**config.mk**
```make
export PLATFORM = sky130hd
export DESIGN_NAME = mux_arb_nto1
export DESIGN_NICKNAME = d
export VERILOG_FILES = /design/src/rtl/mux_pkg.sv /design/src/rtl/rr_arbiter.sv /design/src/rtl/mux_arb_nto1.sv
export SDC_FILE = /design/constraint.sdc
export NUM_CORES = 1
export LEC_CHECK = 0
export CAP_MARGIN = 0
export CORE_MARGIN = 2
export CORE_UTILIZATION = 44
export CTS_CLUSTER_SIZE = 16
export DETAILED_ROUTE_END_ITERATION = 7
export PLACE_DENSITY = 0.92
export SKIP_CTS_REPAIR_TIMING = 1
export SYNTH_ARGS = -nofsm -noshare
export SYNTH_HDL_FRONTEND = slang
export SYNTH_SLANG_ARGS = --single-unit
```
**constraint.sdc**
```tcl
create_clock -name clk -period 3.3 [get_ports clk]
set_clock_uncertainty 0.15 [all_clocks]
set_input_delay 0.66 -clock clk [delete_from_list [all_inputs] [get_ports clk]]
set_output_delay 0.66 -clock clk [all_outputs]
set_load 0.005 [all_outputs]
```
**src/rtl/mux_pkg.sv**
```systemverilog
// Shared defaults and arbitration mode encodings for the N-to-1 arbitrated mux.
package mux_pkg;
    localparam int   DEF_WIDTH  = 8;
    localparam int   DEF_N      = 4;
    localparam logic MODE_FIXED = 1'b0;
    localparam logic MODE_RR    = 1'b1;
endpackage

```
**src/rtl/rr_arbiter.sv**
```systemverilog
// Combinational arbiter: fixed-priority (from index 0) or round-robin (from ptr).
module rr_arbiter
    import mux_pkg::*;
#(
    parameter int N     = DEF_N,
    parameter int IDX_W = $clog2(N)
) (
    input  logic [N-1:0]     req,
    input  logic [IDX_W-1:0] ptr,
    input  logic             mode,
    output logic [N-1:0]     grant,
    output logic [IDX_W-1:0] grant_idx
);

    int   start_c;
    int   idx_c;
    logic found_c;

    // Scan N slots starting at start_c, wrapping; the first requester wins.
    always_comb begin
        grant     = '0;
        grant_idx = '0;
        found_c   = 1'b0;
        idx_c     = 0;
        start_c   = (mode == MODE_RR) ? int'(ptr) : 0;
        for (int k = 0; k < N; k++) begin
            idx_c = start_c + k;
            if (idx_c >= N) begin
                idx_c = idx_c - N;
            end
            if (!found_c && req[idx_c]) begin
                found_c        = 1'b1;
                grant[idx_c]   = 1'b1;
                grant_idx      = IDX_W'(idx_c);
            end
        end
    end

endmodule

```
**src/rtl/mux_arb_nto1.sv**
```systemverilog
// N-to-1 arbitrated multiplexer with a one-entry registered output (valid/ready).
module mux_arb_nto1
    import mux_pkg::*;
#(
    parameter int WIDTH = DEF_WIDTH,
    parameter int N     = DEF_N
) (
    input  logic                 clk,
    input  logic                 rst_n,
    input  logic [N*WIDTH-1:0]   in_data,
    input  logic [N-1:0]         in_valid,
    output logic [N-1:0]         in_ready,
    input  logic                 mode,
    output logic [WIDTH-1:0]     out_data,
    output logic [$clog2(N)-1:0] out_sel,
    output logic                 out_valid,
    input  logic                 out_ready
);

    localparam int IDX_W = $clog2(N);

    logic [N-1:0]     grant;
    logic [IDX_W-1:0] grant_idx;
    logic             accept;
    logic             hs;
    logic [WIDTH-1:0] data_sel;

    logic             out_valid_q, out_valid_d;
    logic [WIDTH-1:0] out_data_q,  out_data_d;
    logic [IDX_W-1:0] out_sel_q,   out_sel_d;
    logic [IDX_W-1:0] ptr_q,       ptr_d;

    rr_arbiter #(
        .N     (N),
        .IDX_W (IDX_W)
    ) u_arb (
        .req       (in_valid),
        .ptr       (ptr_q),
        .mode      (mode),
        .grant     (grant),
        .grant_idx (grant_idx)
    );

    // The register is empty after reset, so gate with rst_n to keep in_ready low during reset.
    assign accept   = !out_valid_q || out_ready;
    assign in_ready = (accept && rst_n) ? grant : '0;
    assign hs       = |in_ready;

    always_comb begin
        data_sel = '0;
        for (int i = 0; i < N; i++) begin
            if (grant[i]) begin
                data_sel = in_data[i*WIDTH +: WIDTH];
            end
        end
    end

    always_comb begin
        out_valid_d = out_valid_q;
        out_data_d  = out_data_q;
        out_sel_d   = out_sel_q;
        ptr_d       = ptr_q;
        if (hs) begin
            out_valid_d = 1'b1;
            out_data_d  = data_sel;
            out_sel_d   = grant_idx;
            if (mode == MODE_RR) begin
                ptr_d = (grant_idx == IDX_W'(N - 1)) ? '0 : grant_idx + 1'b1;
            end
        end else if (out_ready) begin
            out_valid_d = 1'b0;
        end
    end

    always_ff @(posedge clk or negedge rst_n) begin
        if (!rst_n) begin
            out_valid_q <= 1'b0;
            out_data_q  <= '0;
            out_sel_q   <= '0;
            ptr_q       <= '0;
        end else begin
            out_valid_q <= out_valid_d;
            out_data_q  <= out_data_d;
            out_sel_q   <= out_sel_d;
            ptr_q       <= ptr_d;
        end
    end

    assign out_valid = out_valid_q;
    assign out_data  = out_data_q;
    assign out_sel   = out_sel_q;

endmodule

```
==> metrics.txt, run 1 <==
GP Congestion=0.976; share of layout cells above drive strength 1=29.0%; DR iter-0 viols=84; Fin. Hold Viols=0; Layout area overhead=57.9%; area share of the largest cell type after synthesis=23.2%; Die Width=60.4 microns; GRT overflow=0; H-tree depth=1; Via density=5.90; Final setup violation count=0; antenna cells=0; Max Clk Rate=312 MHz; initial antenna violation count=0; nets=266; CTS buffer count=3; Vias=1580; PD cells=622 nW/um^2; status=finished clean; crit-path cells=clkbuf_2 > buf_4 > nand2_2 > buf_4 > mux2i_2 > nand3_1 > a21o_1 > nor2_1 > clkdlybuf4s50_1; Reg clk slew, reported paths=0.07 ns; synthesized flop and latch total=13; min-delay worst type=reg2reg; worst vdd ir=0.000256 V; commonest cells after routing, fill and taps aside=clkdlybuf4s50_1, buf_4, dfrtp_1; CP max stage cell=clkdlybuf4s50_1; Syn Nets=184; min-delay src=out_data[0]$_DFFE_PN0P_; largest net degree at the start of global routing=15; starting density of the core=45.9%; core area=3050 sq um; fin crit period=3.21 ns; worst-margin pin slew=0.922 ns; Buffers on Ports=54; max-cap viol count=0; drt first pass iters=4; num rows=20; WL final=4540 microns; Placement Setup Slack=-0.442 ns; Max Slew Vio Count=0; worst skew pair latency=0.28 ns; worst setup margin=0.0911 ns; CTS tree=built; first-pass GRT wire length=6830 microns; Leak Pwr=0.00102 uW; mapped cell area=1400 sq um; Sink Count=13; period utilisation layout=97.2%; vias in the first global route=1518; Worst setup startpoint=mode; Slew headroom=38.4%; Worst path most repeated cell=buf_4; Remaining DRCs=0; post-synthesis cell type count=48; synth top area cells=dfrtp_1, a221o_1, mux2_4, a22o_1, buf_6; crit-path max cell delay=0.51 ns; Arr. time, crit path=2.40 ns; syn avg cell area=9.80 sq um; commonest non-fill, non-tap cell in the layout=clkdlybuf4s50_1; Synth Instances=143; placed insts=264; WS Path Type=in2out; die area=3650 sq um; Detail Route Antenna Nets=0; IO Count=55; Synth area leader=dfrtp_1; routed length per instance=16.9 microns; dpl hpwl=3710 microns; Worst Hold Slack=0.364 ns; post-synthesis sequential area ratio=23.2%; worst-path fanout max=7; die height=60.4 microns; Longest Clk Path Bufs=2; Post-synth EDFFs=0; Synth warnings=0; clk root buf=clkbuf_4; asr flop ratio synth=100%; Data required, critical path=2.49 ns; total negative slack=0 ns; Reg-to-Reg Start=ptr_q[0]$_DFFE_PN0P_; critical path endpoint category=output port; top_reg_cell synth=dfrtp_1; CP Launch Type=input port; GRT Total Usage=24.4%; final std cells w/o fill=268
[critical path, delay by kind of cell]
family / cells / cell delay (ns)
AO/OA/AOI/OAI: 1 / 0.19
buffers and inverters: 4 / 0.98
multiplexers: 1 / 0.28
AND/OR/NAND/NOR: 3 / 0.29
[sequential cells by signal (all words and copies together) (netlist names)]
signal and flops:
out_data 8, out_sel 2, ptr_q 2, out_valid 1
[logic make-up (layout without fill, tap and decap cells)]
family                     after synthesis  in the layout  share of synthesized area (%)
AOI/OAI and AO/OA                       55             55                           37.0
adders and majority gates                1              1                          0.893
buffers and inverters                   17             98                           8.03
DFF                                     13             13                           23.2
muxes                                   15             15                           13.8
and+or+nand+nor                         42             42                           17.1
[where the power goes]
group / internal, uW / switching (uW)
Clock: 47.0 / 50.8
Sequential: 237 / 75.0
Combinational: 557 / 410
[worst paths after layout]
path / cells past startpoint / slack, ns / to
worst min register to register: 1 / 0.36 / out_data[0]$_DFFE_PN0P_
worst max register to register: 9 / 0.45 / out_data[5]$_DFFE_PN0P_
min in group asynchronous: 2 / 0.57 / out_sel[1]$_DFFE_PN0P_
worst max-delay path: 9 / 0.09 / in_ready[1]
worst min-delay path: 1 / 0.36 / out_data[0]$_DFFE_PN0P_
max in group asynchronous: 2 / 2.26 / out_data[3]$_DFFE_PN0P_
[synthesized netlist by cell type, drive strengths merged, types with 2 or more instances]
| library cell | instances |
|---|---|
| a221o | 12 |
| a21o | 2 |
| a31oi | 5 |
| o21a | 2 |
| a21oi | 6 |
| nand3 | 7 |
| nor2b | 2 |
| a311oi | 2 |
| buf | 9 |
| mux2 | 11 |
| dfrtp | 13 |
| mux2i | 4 |
| a211o | 4 |
| nor3b | 4 |
| nand2 | 8 |
| nor3 | 8 |
| o32a | 2 |
| nor2 | 8 |
| o32ai | 2 |
| a22o | 8 |
| inv | 7 |
| o21ai | 2 |
[final cells by class]
class	instances	area (sq um)
Clock buffer	4	26.3
Fill cell	233	841
Inverter	7	26.3
Multi-Input combinational cell	113	978
Sequential cell	13	325
Tap cell	44	55.1
Timing Repair Buffer	87	801
[metrics by stage]
| step | instance area (sq um) | power [uW] | util [%] |
|---|---|---|---|
| after detailed placement | 2160 | 1260 | 70.7 |
| final | 2210 | 1380 | 72.5 |
| after CTS | 2180 | 1370 | 71.6 |
| after global routing | 2210 | 1470 | 72.5 |
| after floorplan | 1400 | 882 | - |
| after global placement | 2160 | 1220 | 70.7 |
[per-layer routing]
metal / vias to the layer above / global-route usage (%) / part of all wire, %
met2: 83 / 42.4 / 49
met3: 18 / 2.13 / 5.8
met1: 746 / 30.9 / 42
met5: - / 0 / 0
met4: 0 / 10.6 / 3.1
li1: 733 / - / -
(Power assumes the default switching activity.)
==> run 2: changes to the inputs <==
--- a/config.mk
+++ b/config.mk
@@ -10,7 +10,7 @@
 export CORE_UTILIZATION = 44
 export CTS_CLUSTER_SIZE = 16
 export DETAILED_ROUTE_END_ITERATION = 7
-export PLACE_DENSITY = 0.92
+export PLACE_DENSITY = 0.81
 export SKIP_CTS_REPAIR_TIMING = 1
 export SYNTH_ARGS = -nofsm -noshare
 export SYNTH_HDL_FRONTEND = slang
==> metrics.txt, run 2 (synthesized netlist as in run 1, its figures left out) <==
status=finished clean; max-cap viol count=0 (unchanged); total power=1480 uW (+7.7%); worst-margin pin slew=0.840 ns (-0.0817 ns); DR iter-0 viols=97 (+15%); Sink Count=13 (unchanged); IO Count=55 (unchanged); WL final=4970 microns (+9.6%); die area=3650 sq um (unchanged); commonest non-fill, non-tap cell in the layout=clkdlybuf4s50_1; Die Width=60.4 microns (unchanged); Via density=5.78 (-1.9%); CTS buffer count=3 (unchanged); Reg clk slew, reported paths=0.07 ns (about the same); Detail Route Antenna Nets=0 (unchanged); Final setup violation count=0 (unchanged); CP Launch Type=input port; min-delay worst type=reg2reg; crit-path cells=clkbuf_2 > buf_4 > nand2_2 > buf_4 > mux2i_4 > nand3_2 > a21o_1 > nor2_1 > clkdlybuf4s50_1; Worst path most repeated cell=buf_4; flip-flop count of the largest register after layout=8 (unchanged); Max Clk Rate=312 MHz (+0.16%); reg2reg path depth=10 (+1); num rows=20 (unchanged); Data required, critical path=2.49 ns (about the same); R2R Path End=ptr_q[1]$_DFFE_PN0P_; antenna cells=0 (unchanged); PD cells=643 nW/um^2 (+3.3%); largest net degree at the start of global routing=15 (unchanged); GP Congestion=0.855 (-12%); Longest Clk Path Bufs=2 (unchanged); vias in the first global route=1593 (+4.9%); clk root buf=clkbuf_4; initial antenna violation count=0 (unchanged); CP delay by family, top=buffers and inverters; routed length per instance=17.8 microns (+5.3%); GRT overflow=0 (unchanged); final std cells w/o fill=279 (+4.1%); Vias=1614 (+2.2%); GRT Total Usage=26.8% (+2.4 points); first-pass GRT wire length=7470 microns (+9.3%); Layout area overhead=64.6%; Fin. Hold Viols=0 (unchanged); Leak Pwr=0.00106 uW (+3.5%); Fillers=240 (+3.0%); Hold Path End=out_valid$_DFFE_PN0P_; Arr. time, crit path=2.39 ns (about the same); Reg-to-Reg Start=ptr_q[1]$_DFFE_PN0P_; placed insts=269 (+1.9%); worst vdd ir=0.000255 V (-0.40%); worst skew pair latency=0.27 ns (about the same); critical path endpoint category=output port; fin crit period=3.20 ns (-0.00505 ns); H-tree depth=1 (unchanged); period utilisation layout=97.1% (-0.15 points); commonest cells after routing, fill and taps aside=clkdlybuf4s50_1, buf_4, a221o_1; CTS tree=built; core area=3050 sq um (unchanged); drt first pass iters=4 (unchanged); die height=60.4 microns (unchanged); min-delay src=out_valid$_DFFE_PN0P_; nets=277 (+4.1%); R2R Setup Slk=0.58 ns (+0.13 ns); Max Slew Vio Count=0 (unchanged); Buffers on Ports=54 (unchanged); CP max stage cell=clkdlybuf4s50_1; RSZ-0062 raised after global routing=false; starting density of the core=45.9% (unchanged); Slew headroom=43.9% (+5.5 points); WS Path Type=in2out; share of layout cells above drive strength 1=33.6% (+4.6 points); dpl hpwl=3850 microns (+3.6%); Bufs and invs on worst path=4 (unchanged); Hold Path Depth=1 (unchanged); Remaining DRCs=0 (unchanged); crit-path max cell delay=0.53 ns (+0.02 ns); worst-path fanout max=7 (unchanged)
## run 2: layer usage
metal | GRT usage [%] | share of wire (%) | routed length [microns]
met1 | 33.7 | 41 | 2040
met2 | 46.7 | 52 | 2560
met3 | 2.77 | 5.2 | 260
met4 | 11.2 | 2.2 | 108
met5 | 0 | 0 | 0
## run 2: worst register-to-register path, stage by stage, from the launching register on
cell and delay [ns]:
dfrtp_2 0.40, buf_4 0.17, nand2_2 0.06, buf_4 0.16, mux2i_4 0.19, buf_4 0.14, mux2_2 0.27, a311oi_2 0.39
inv_1 0.09, ha_1 0.31, mux2_1 0.30
## run 2: cell type report
| type | count | area [sq um] | share of cell area, % |
|---|---|---|---|
| Clock buffer | 4 | 26.3 | 1.14 |
| Inverter | 7 | 26.3 | 1.14 |
| Multi-Input combinational cell | 113 | 992 | 43.0 |
| Sequential cell | 13 | 328 | 14.2 |
| Tap cell | 44 | 55.1 | 2.39 |
| Timing Repair Buffer | 98 | 878 | 38.1 |
## run 2: worst max path at each step
stage / cells after the start / start / to / slack [ns]
finish: 9 / mode / in_ready[1] / 0.1
global route: 9 / mode / in_ready[1] / 0.02
CTS: 7 / mode / in_ready[2] / -0.41
detailed placement: 7 / mode / in_ready[2] / -0.40
global placement: 7 / mode / in_ready[2] / -0.37
floorplan: 7 / mode / in_ready[2] / 0.36
## run 2: through the flow
stage	hold WS, ns	setup TNS [ns]	setup slack (ns)	util (%)	instance area, sq um
final	0.357	0	0.0962	75.5	2310
after global routing	0.380	0	0.0207	75.5	2310
after CTS	0.363	-1.33	-0.407	72.8	2220
after detailed placement	0.346	-3.94	-0.404	71.9	2200
after global placement	0.338	-2.23	-0.370	71.9	2200
after floorplan	0.214	0	0.356	-	1400
## run 2: power by group
| group | total [uW] | switching [uW] | internal, uW |
|---|---|---|---|
| Sequential | 301 | 61.3 | 239 |
| Combinational | 1080 | 468 | 614 |
| Clock | 99.6 | 52.6 | 47.0 |
| Total | 1480 | 582 | 900 |
==> run 3: changes to the inputs <==
--- a/config.mk
+++ b/config.mk
@@ -11,6 +11,7 @@
 export CTS_CLUSTER_SIZE = 16
 export DETAILED_ROUTE_END_ITERATION = 7
 export PLACE_DENSITY = 0.81
+export SETUP_SLACK_MARGIN = 0.02
 export SKIP_CTS_REPAIR_TIMING = 1
 export SYNTH_ARGS = -nofsm -noshare
 export SYNTH_HDL_FRONTEND = slang
==> metrics.txt, run 3 (synthesized netlist as in run 1, its figures left out) <==
GRT overflow=0 (unchanged); Fin. Hold Viols=0 (unchanged); final std cells w/o fill=279 (unchanged); Reg-to-Reg Start=ptr_q[1]$_DFFE_PN0P_; total power=1490 uW (+0.37%); critical path endpoint category=output port; max-cap viol count=0 (unchanged); Vias=1603 (-0.68%); Worst setup startpoint=in_valid[2]; antenna cells=0 (unchanged); first-pass GRT wire length=7470 microns (unchanged); GRT Total Usage=26.8% (unchanged); core area=3050 sq um (unchanged); commonest cells after routing, fill and taps aside=clkdlybuf4s50_1, buf_4, a221o_1; Longest Clk Path Bufs=2 (unchanged); Remaining DRCs=0 (unchanged); Slew headroom=43.0% (-0.92 points); Fillers=238 (-0.83%); Data required, critical path=2.49 ns (about the same); placed insts=269 (unchanged); RSZ-0062 raised after global routing=false; num rows=20 (unchanged); drt first pass iters=4 (unchanged); die area=3650 sq um (unchanged); IO Count=55 (unchanged); die height=60.4 microns (unchanged); routed length per instance=18.1 microns (+1.5%); CTS buffer count=3 (unchanged); H-tree depth=1 (unchanged); Max Slew Vio Count=0 (unchanged); WS Path Type=in2out; PD cells=644 nW/um^2 (+0.26%); min-delay src=out_valid$_DFFE_PN0P_; Via density=5.75 (-0.68%); Core Util, Final=75.6% (+0.082 points); dpl hpwl=3850 microns (unchanged); sw frac=39.5% (+0.26 points); Worst Hold Slack=0.358 ns (+0.000883 ns); worst-margin pin slew=0.854 ns (+0.0138 ns); clk root buf=clkbuf_4; Reg clk slew, reported paths=0.08 ns (about the same); largest net degree at the start of global routing=15 (unchanged); R2R Setup Slk=0.55 ns (-0.03 ns); Sink Count=13 (unchanged); CP Launch Type=input port; Final setup violation count=0 (unchanged); CTS tree=built; starting density of the core=45.9% (unchanged); DR iter-0 viols=94 (-3.1%); fin crit period=3.08 ns (-0.121 ns); GP Congestion=0.855 (unchanged); worst skew pair latency=0.28 ns (about the same); worst-path fanout max=9 (+2); Buffers on Ports=54 (unchanged); multi-input logic area=992 sq um (unchanged); Arr. time, crit path=2.27 ns (-0.12 ns); Comb pwr share=72.9% (about the same); switching pwr=588 uW (+1.0%); Detail Route Antenna Nets=0 (unchanged); status=finished clean; Die Width=60.4 microns (unchanged); Power Internal=900 uW (about the same); total negative slack=0 ns (unchanged); nets=277 (unchanged); Clock power frac=6.8% (about the same); share of layout cells above drive strength 1=33.6% (unchanged); FF+latch area=328 sq um (unchanged); Max Clk Rate=324 MHz (+3.9%); initial antenna violation count=0 (unchanged); Leak Pwr=0.00107 uW (+1.6%); commonest non-fill, non-tap cell in the layout=clkdlybuf4s50_1; Sequential Power Share=20.3% (about the same); flip-flop count of the largest register after layout=8 (unchanged); min-delay worst type=reg2reg; Layout area overhead=64.7%; worst vdd ir=0.000257 V (+0.78%); period utilisation layout=93.4% (-3.7 points); WL final=5050 microns (+1.5%); vias in the first global route=1593 (unchanged)
[run 3: power by group through the flow]
stage               logic [uW]  registers [uW]  clock network (uW)
floorplan                  599             282                   0
global placement           955             306                   0
detailed placement         990             313                   0
CTS                        993             312                 101
global route              1160             311                 110
finish                    1080             303                 101
[run 3: layout make-up]
cell class | count | area share (%)
Clock buffer | 4 | 1.14
Inverter | 7 | 1.14
Multi-Input combinational cell | 113 | 43.0
Sequential cell | 13 | 14.2
Tap cell | 44 | 2.38
Timing Repair Buffer | 98 | 38.2
[run 3: final timing paths]
kind	endpoint	depth (start not counted)
max in group asynchronous	ptr_q[0]$_DFFE_PN0P_	2
min	out_valid$_DFFE_PN0P_	1
min in group asynchronous	out_data[4]$_DFFE_PN0P_	2
max	in_ready[3]	8
max reg2reg	out_data[3]$_DFFE_PN0P_	10
min reg2reg	out_valid$_DFFE_PN0P_	1
[run 3: stage by stage]
| step | area (sq um) | setup slack [ns] |
|---|---|---|
| 2_1_floorplan | 1400 | 0.356 |
| 3_3_place_gp | 2200 | -0.370 |
| 3_5_place_dp | 2200 | -0.404 |
| 4_1_cts | 2220 | -0.407 |
| 5_1_grt | 2310 | 0.167 |
| 6_report | 2310 | 0.217 |
[run 3: per-layer routing]
layer	vias up	track usage (%)	part of all wire, %
li1	757	-	-
met1	770	33.7	41
met2	61	46.7	52
met3	15	2.77	5.4
met4	0	11.2	2.1
met5	-	0	0
[run 3: critical path: stages]
cell and delay, ns:
dlymetal6s2s_1 0.15, and4bb_2 0.34, a221oi_4 0.04, buf_4 0.19, nor2_1 0.09, nor2_1 0.05, nor3_1 0.21, clkdlybuf4s50_1 0.54
